===== src/rtl/la_obuf_seq.sv =====
// Output buffer front-end: registered pad data plus an enable sequencer that keeps
// pads tristated for a settle window around every enable and drive reconfiguration.
module la_obuf_seq #(
    parameter     PROP   = "DEFAULT",
    parameter int N      = 8,
    parameter int CFGW   = 4,
    parameter int CFGRST = 0,
    parameter int SETTLE = 4
) (
    input  logic            clk,
    input  logic            nreset,
    input  logic [N-1:0]    in,
    input  logic            oe,
    input  logic [CFGW-1:0] cfg,
    input  logic            cfg_valid,
    output logic            cfg_ready,
    output logic [N-1:0]    z,
    output logic [N-1:0]    zoe,
    output logic [CFGW-1:0] zcfg,
    output logic            busy
);

    localparam int            CW       = $clog2(SETTLE + 1);
    localparam logic [CW-1:0] SETTLE_C = CW'(SETTLE);
    localparam logic [CW-1:0] ONE_C    = CW'(1);
    localparam logic [CFGW-1:0] CFGRST_C = CFGW'(CFGRST);

    typedef enum logic [1:0] {
        OFF  = 2'd0,
        PRE  = 2'd1,
        ON   = 2'd2,
        HOLD = 2'd3
    } state_t;

    state_t          state_reg, state_next;
    logic [CW-1:0]   cnt_reg, cnt_next;
    logic [CFGW-1:0] zcfg_reg, zcfg_next;
    logic [CFGW-1:0] pend_reg, pend_next;
    logic [N-1:0]    z_reg;
    logic            drive_reg, drive_next;

    // The pad library consumes PROP; the RTL has no behaviour tied to it.
    if (PROP == "DEFAULT") begin : g_prop_default
    end else begin : g_prop_custom
    end

    always_ff @(posedge clk or negedge nreset) begin
        if (!nreset) begin
            state_reg <= OFF;
            cnt_reg   <= '0;
            zcfg_reg  <= CFGRST_C;
            pend_reg  <= CFGRST_C;
            z_reg     <= '0;
            drive_reg <= 1'b0;
        end else begin
            state_reg <= state_next;
            cnt_reg   <= cnt_next;
            zcfg_reg  <= zcfg_next;
            pend_reg  <= pend_next;
            z_reg     <= in;
            drive_reg <= drive_next;
        end
    end

    always_comb begin
        state_next = state_reg;
        cnt_next   = cnt_reg;
        zcfg_next  = zcfg_reg;
        pend_next  = pend_reg;
        unique case (state_reg)
            OFF: begin
                if (cfg_valid)
                    zcfg_next = cfg;
                if (oe) begin
                    state_next = PRE;
                    cnt_next   = SETTLE_C;
                end
            end
            PRE: begin
                if (!oe) begin
                    state_next = OFF;
                    cnt_next   = '0;
                end else if (cnt_reg <= ONE_C) begin
                    state_next = ON;
                    cnt_next   = '0;
                end else begin
                    cnt_next = cnt_reg - ONE_C;
                end
            end
            ON: begin
                if (!oe) begin
                    state_next = OFF;
                end else if (cfg_valid) begin
                    state_next = HOLD;
                    pend_next  = cfg;
                end
            end
            HOLD: begin
                // Pads were released on the previous edge, so the new drive word is safe now.
                zcfg_next  = pend_reg;
                state_next = PRE;
                cnt_next   = SETTLE_C;
            end
            default: begin
                state_next = OFF;
                cnt_next   = '0;
            end
        endcase
    end

    // Enable is registered from the next state so zoe comes straight off a flop.
    assign drive_next = (state_next == ON);

    assign cfg_ready = (state_reg == OFF) | ((state_reg == ON) & oe);
    assign busy      = (state_reg == PRE) | (state_reg == HOLD);
    assign z         = z_reg;
    assign zcfg      = zcfg_reg;

    for (genvar gi = 0; gi < N; gi++) begin : g_zoe
        assign zoe[gi] = drive_reg;
    end

endmodule


===== config.mk =====
export PLATFORM = sky130hd
export DESIGN_NAME = la_obuf_seq
export DESIGN_NICKNAME = d
export VERILOG_FILES = /design/src/rtl/la_obuf_seq.sv
export SDC_FILE = /design/constraint.sdc
export NUM_CORES = 1
export LEC_CHECK = 0
export ABC_AREA = 1
export CAP_MARGIN = 25
export CORE_ASPECT_RATIO = 1.4
export CORE_MARGIN = 2
export CORE_UTILIZATION = 30
export CTS_CLUSTER_DIAMETER = 60
export DETAILED_ROUTE_END_ITERATION = 12
export PLACE_DENSITY = 0.69
export SETUP_SLACK_MARGIN = 0.15
export SYNTH_ARGS = -nofsm -noshare
export SYNTH_HDL_FRONTEND = slang
export SYNTH_SLANG_ARGS = --single-unit
export TNS_END_PERCENT = 1

===== constraint.sdc =====
create_clock -name clk -period 2.6 [get_ports clk]
set_input_delay 0.52 -clock clk [delete_from_list [all_inputs] [get_ports clk]]
set_output_delay 0.52 -clock clk [all_outputs]
set_load 0.03 [all_outputs]

# Word level (Yosys, flattened, before mapping)

Cells that the tools add are included.

Add/subtract/negate cells: 1
Magnitude comparators: 1
Equality and inequality tests: 6
Muxes and demuxes: 12
Bitwise logic cells: 3
Reductions and logical operators: 6

Operator list:

| operator              | number |
|---|---|
| $mux W2               | 5 |
| $mux W3               | 3 |
| $pmux W3 S3           | 1 |
| $pmux W2 S4           | 1 |
| $pmux W4 S2           | 1 |
| $eq A2 B2 Y1 const B  | 3 |
| $mux W4               | 1 |
| $ne A2 B2 Y1 const B  | 2 |
| $reduce_and A2 Y1     | 2 |
| $le A3 B1 Y1 const B  | 1 |
| $reduce_and A3 Y1     | 1 |
| $reduce_bool A3 Y1    | 1 |
| $sub A3 B1 Y3 const B | 1 |
| $eq A2 B1 Y1 const B  | 1 |
| $logic_not A2 Y1      | 1 |
| $or A1 B1 Y1          | 2 |
| $reduce_bool A2 Y1    | 1 |
| $and A1 B1 Y1         | 1 |

Register bits after elaboration: 22
Bits of input ports: 16
Output and inout bits: 22
Logic and storage cells: 35

# Logic depth before layout (Yosys ltp)

Depth after elaboration: 5
Mapped depth: 8
Mapped depth without buffers: 8

# Worst setup path after synthesis

No wires, ideal clock.

Kind: input port to output port
From: input oe
To: output cfg_ready
Data arrival time: 1,063 ps
Required time: 2,080 ps
Slack: 1,017 ps
Stages: 2
Path buffers: 0
Cells stage by stage: inv_1 > a21oi_1

Cells in the longest elaborated chain, start to end: 2

Ends and longest elaborated chain:

| element         | RTL line | RTL |
|---|---|---|
| start, declared | 13       | `input logic oe,` |
| $and A1 B1 Y1   | 114      | `assign cfg_ready = (state_reg == OFF) \| ((state_reg == ON) & oe);` |
| $or A1 B1 Y1    | 114      |  |
| end, declared   | 16       | `output logic cfg_ready,` |

No other way between the ends.

# Worst setup path in the final report

Same ends and word-level chain as after synthesis.

==> results.md <==
- Status: finished clean
- Critical path required time: 2.08 ns
- Effective utilization at floorplan: 30.9%
- CTS buffer count: 3
- Number of antenna violations at the first check in global routing: 0
- Cell internal pwr: 0.956 mW
- Largest net degree at the start of global routing: 23
- Die Height: 73.2 µm
- Max-slew violation count: 0
- Register share of total power: 32.9%
- Fin nets: 169
- Critical Path Sink Type: primary output
- Post-CTS setup repair buffer count: 0
- Switching power total: 0.659 mW
- Number of design rule violations left after detail routing: 0
- Gr ovfl total: 0
- Count of final setup violators: 0
- Routed met2 length: 1080 µm
- Clock share of power: 19.2%
- Flip-flop count of the largest register after layout: 8
- Clock tree skew after final layout: 0.00296 ns
- Fmax achieved: 0.494 GHz
- First-pass iteration count of the detailed router: 4
- Total number of H-tree levels: 1
- Wire length reported by the detailed router: 2050 µm
- Core region area: 3320 µm²
- RSZ-0062 raised after global routing: no
- Detail Route met3 WL: 96 µm
- Global-route wire length before repair: 3430 µm
- Register bit total from synthesis: 22
- Area fraction in and, or, nand and nor cells after synthesis: 22.4%
- Share of final-layout standard cells stronger than drive strength 1: 10.7%
- Number of buffers between clock root and the deepest sink: 2
- Tightest slew margin relative to the limit: 77.4%
- All-layer global routing usage: 11.6%
- Estimated wirelength of the detail-placed design: 1640 µm
- Hold violation total from the final report: 0
- Sequential-to-total area share from yosys stat: 53.7%
- Combinational share of power: 47.9%
- Post-synthesis average cell area: 8.77 µm²
- LEAKAGE: 0.687 nW
- Antenna Nets Post-Route: 0
- Top layer in use: met4
- Final worst setup slack: 0.574 ns
- Die area: 3910 µm²
- Period utilization: 77.9%
- Clock latency at the later pin of the worst-skew pair: 0.26 ns
- Post-Synthesis Cell Area: 1030 µm²
- Compound-gate portion of the synthesized area: 9.02%
- Post-Place Worst Slack: 0.197 ns
- Fill cell total of the finished layout: 338
- Largest family of logic cells by synthesized area: simple AND/OR/NAND/NOR gates
- Net Count, Synth: 135
- Number of clock sinks: 22
- Metal1 wirelength: 860 µm
- Via count of the first global-routing pass: 850
- Switching fraction of total power: 40.8%
- Number of DRC violations after detailed-routing iteration 0: 19
- CTS tree: yes
- Standard-cell rows: 25
- Count of input and output buffers: 37
- I/O pins: 38
- Minimum setup slack among reg-to-reg paths: 1.31 ns
- Maximum fanout along the worst path: 4
- Minimum clock period: 2.03 ns
- Count of distinct cell types in the synthesized netlist: 16
- Max rail drop VDD: 0.000496 V
- Die W: 53.4 µm
- Worst endpoint data arrival time: 1.51 ns
- Area growth from synthesis to final layout: 42.3%
- Clock tree root driver cell: clkbuf_8
- Routability Congestion: 0.665
- CTS clock-pin slew for the worst setup and hold paths: 0.08 ns
- Gate count after technology mapping: 117
- Max-cap violation count: 0
- Inserted Diodes: 0
- Pin slew with the least headroom to its limit: 0.338 ns
- Sort of element at the start of the critical path: input pin
- CP Class: in2out
- Number of vias in the routed layout: 844
- Summed negative setup slack over all endpoints: 0 ns
- Adder-Cell Fraction of Synth Area: 2.44%
- Post-detailed-route wirelength per cell: 10.8 µm
- Pwr Density: 1110 nW/µm²
- Total area of multi-input combinational cells: 348 µm²
- Post-synthesis share of cell area spent on xor and xnor gates: 0%
- Post-synthesis mux area share: 0%
- Vias per std cell: 4.44
- Min-Delay Path Class: reg2reg
- Sequential cell area: 551 µm²
- Yosys warnings: 0
## layer usage
metal	GRT usage (%)	vias up
li1	-	418
met1	12.4	400
met2	21.7	24
met3	2.25	2
met4	3.99	0
met5	0	-
## path summary, 6_finish.rpt
path | cells past startpoint | startpoint | to
max in group asynchronous | 2 | nreset | cnt_reg[1]
min in group asynchronous | 2 | nreset | z[4]
setup / recovery | 4 | oe | cfg_ready
setup reg to reg | 5 | state_reg[1] | cnt_reg[1]
hold / removal | 2 | zcfg[3] | zcfg[3]
hold reg to reg | 2 | zcfg[3] | zcfg[3]
## metrics by stage
step	cell area [µm²]	power, mW	hold slack [ns]	utilization (%)	std cells
floorplan	1030	1.09	0.224	-	117
global placement	1390	1.29	0.516	41.8	186
detailed placement	1390	1.32	0.533	41.8	186
CTS	1460	1.63	0.552	44.0	190
global route	1460	1.74	0.569	44.0	190
finish	1460	1.62	0.543	44.0	190
## cell usage after synthesis
master | count | share of area [%]
nor2_4 | 2 | 2.2
inv_2 | 1 | 0.37
buf_4 | 8 | 5.9
nor2_2 | 2 | 1.2
nor2_1 | 13 | 4.8
clkbuf_1 | 1 | 0.37
ha_1 | 2 | 2.4
inv_1 | 13 | 4.8
buf_6 | 1 | 1.1
nand3_1 | 5 | 2.4
dfrtp_1 | 22 | 54
nand2_1 | 24 | 8.8
o21ai_0 | 5 | 2.4
a21oi_1 | 12 | 5.9
nand2_2 | 5 | 3.0
o21bai_1 | 1 | 0.73
## cell families after synthesis
| logic type | count (synthesis) |
|---|---|
| adders and majority gates | 2 |
| and+or+nand+nor | 51 |
| AOI/OAI and AO/OA | 18 |
| buffers and inverters | 24 |
| DFF | 22 |
## critical path: stages
cell and delay, ns:
clkdlybuf4s50_1 0.47, inv_1 0.08, a21oi_1 0.13, dlymetal6s2s_1 0.30
## repair_timing
action	4_1_cts	5_1_grt
resized for setup	0	1
hold buffers	0	0
endpoints found under the setup margin	0	1
## cell usage in the layout (no fill, tap or decap)
cell type	netlist	routed
inv_1	13	13
nor2_4	2	2
dlymetal6s2s_1	0	1
a21oi_1	12	12
o21ai_0	5	5
nor2_2	2	2
buf_4	8	2
o21bai_1	1	1
bufinv_16	0	1
nand2_2	5	5
dfrtp_1	22	22
nand3_1	5	5
nand2_1	24	24
ha_1	2	2
clkbuf_8	0	3
inv_2	1	1
nor2_1	13	13
clkdlybuf4s50_1	0	36
## layout make-up
| cell class | instances | share of cell area, % |
|---|---|---|
| Sequential cell | 22 | 37.7 |
| Timing Repair Buffer | 39 | 26.6 |
| Multi-Input combinational cell | 71 | 23.8 |
| Inverter | 14 | 3.60 |
| Tap cell | 40 | 3.43 |
| Clock buffer | 3 | 2.83 |
| Clock inverter | 1 | 2.06 |
## power groups by stage
| stage | registers, mW | logic [mW] | clock network, mW |
|---|---|---|---|
| 3_3_place_gp | 0.533 | 0.754 | 0 |
| 4_1_cts | 0.531 | 0.782 | 0.319 |
| 2_1_floorplan | 0.587 | 0.504 | 0 |
| 5_1_grt | 0.544 | 0.866 | 0.330 |
| 6_report | 0.531 | 0.773 | 0.311 |
| 3_5_place_dp | 0.538 | 0.779 | 0 |
No activity file was read; power rests on OpenSTA's default activity.
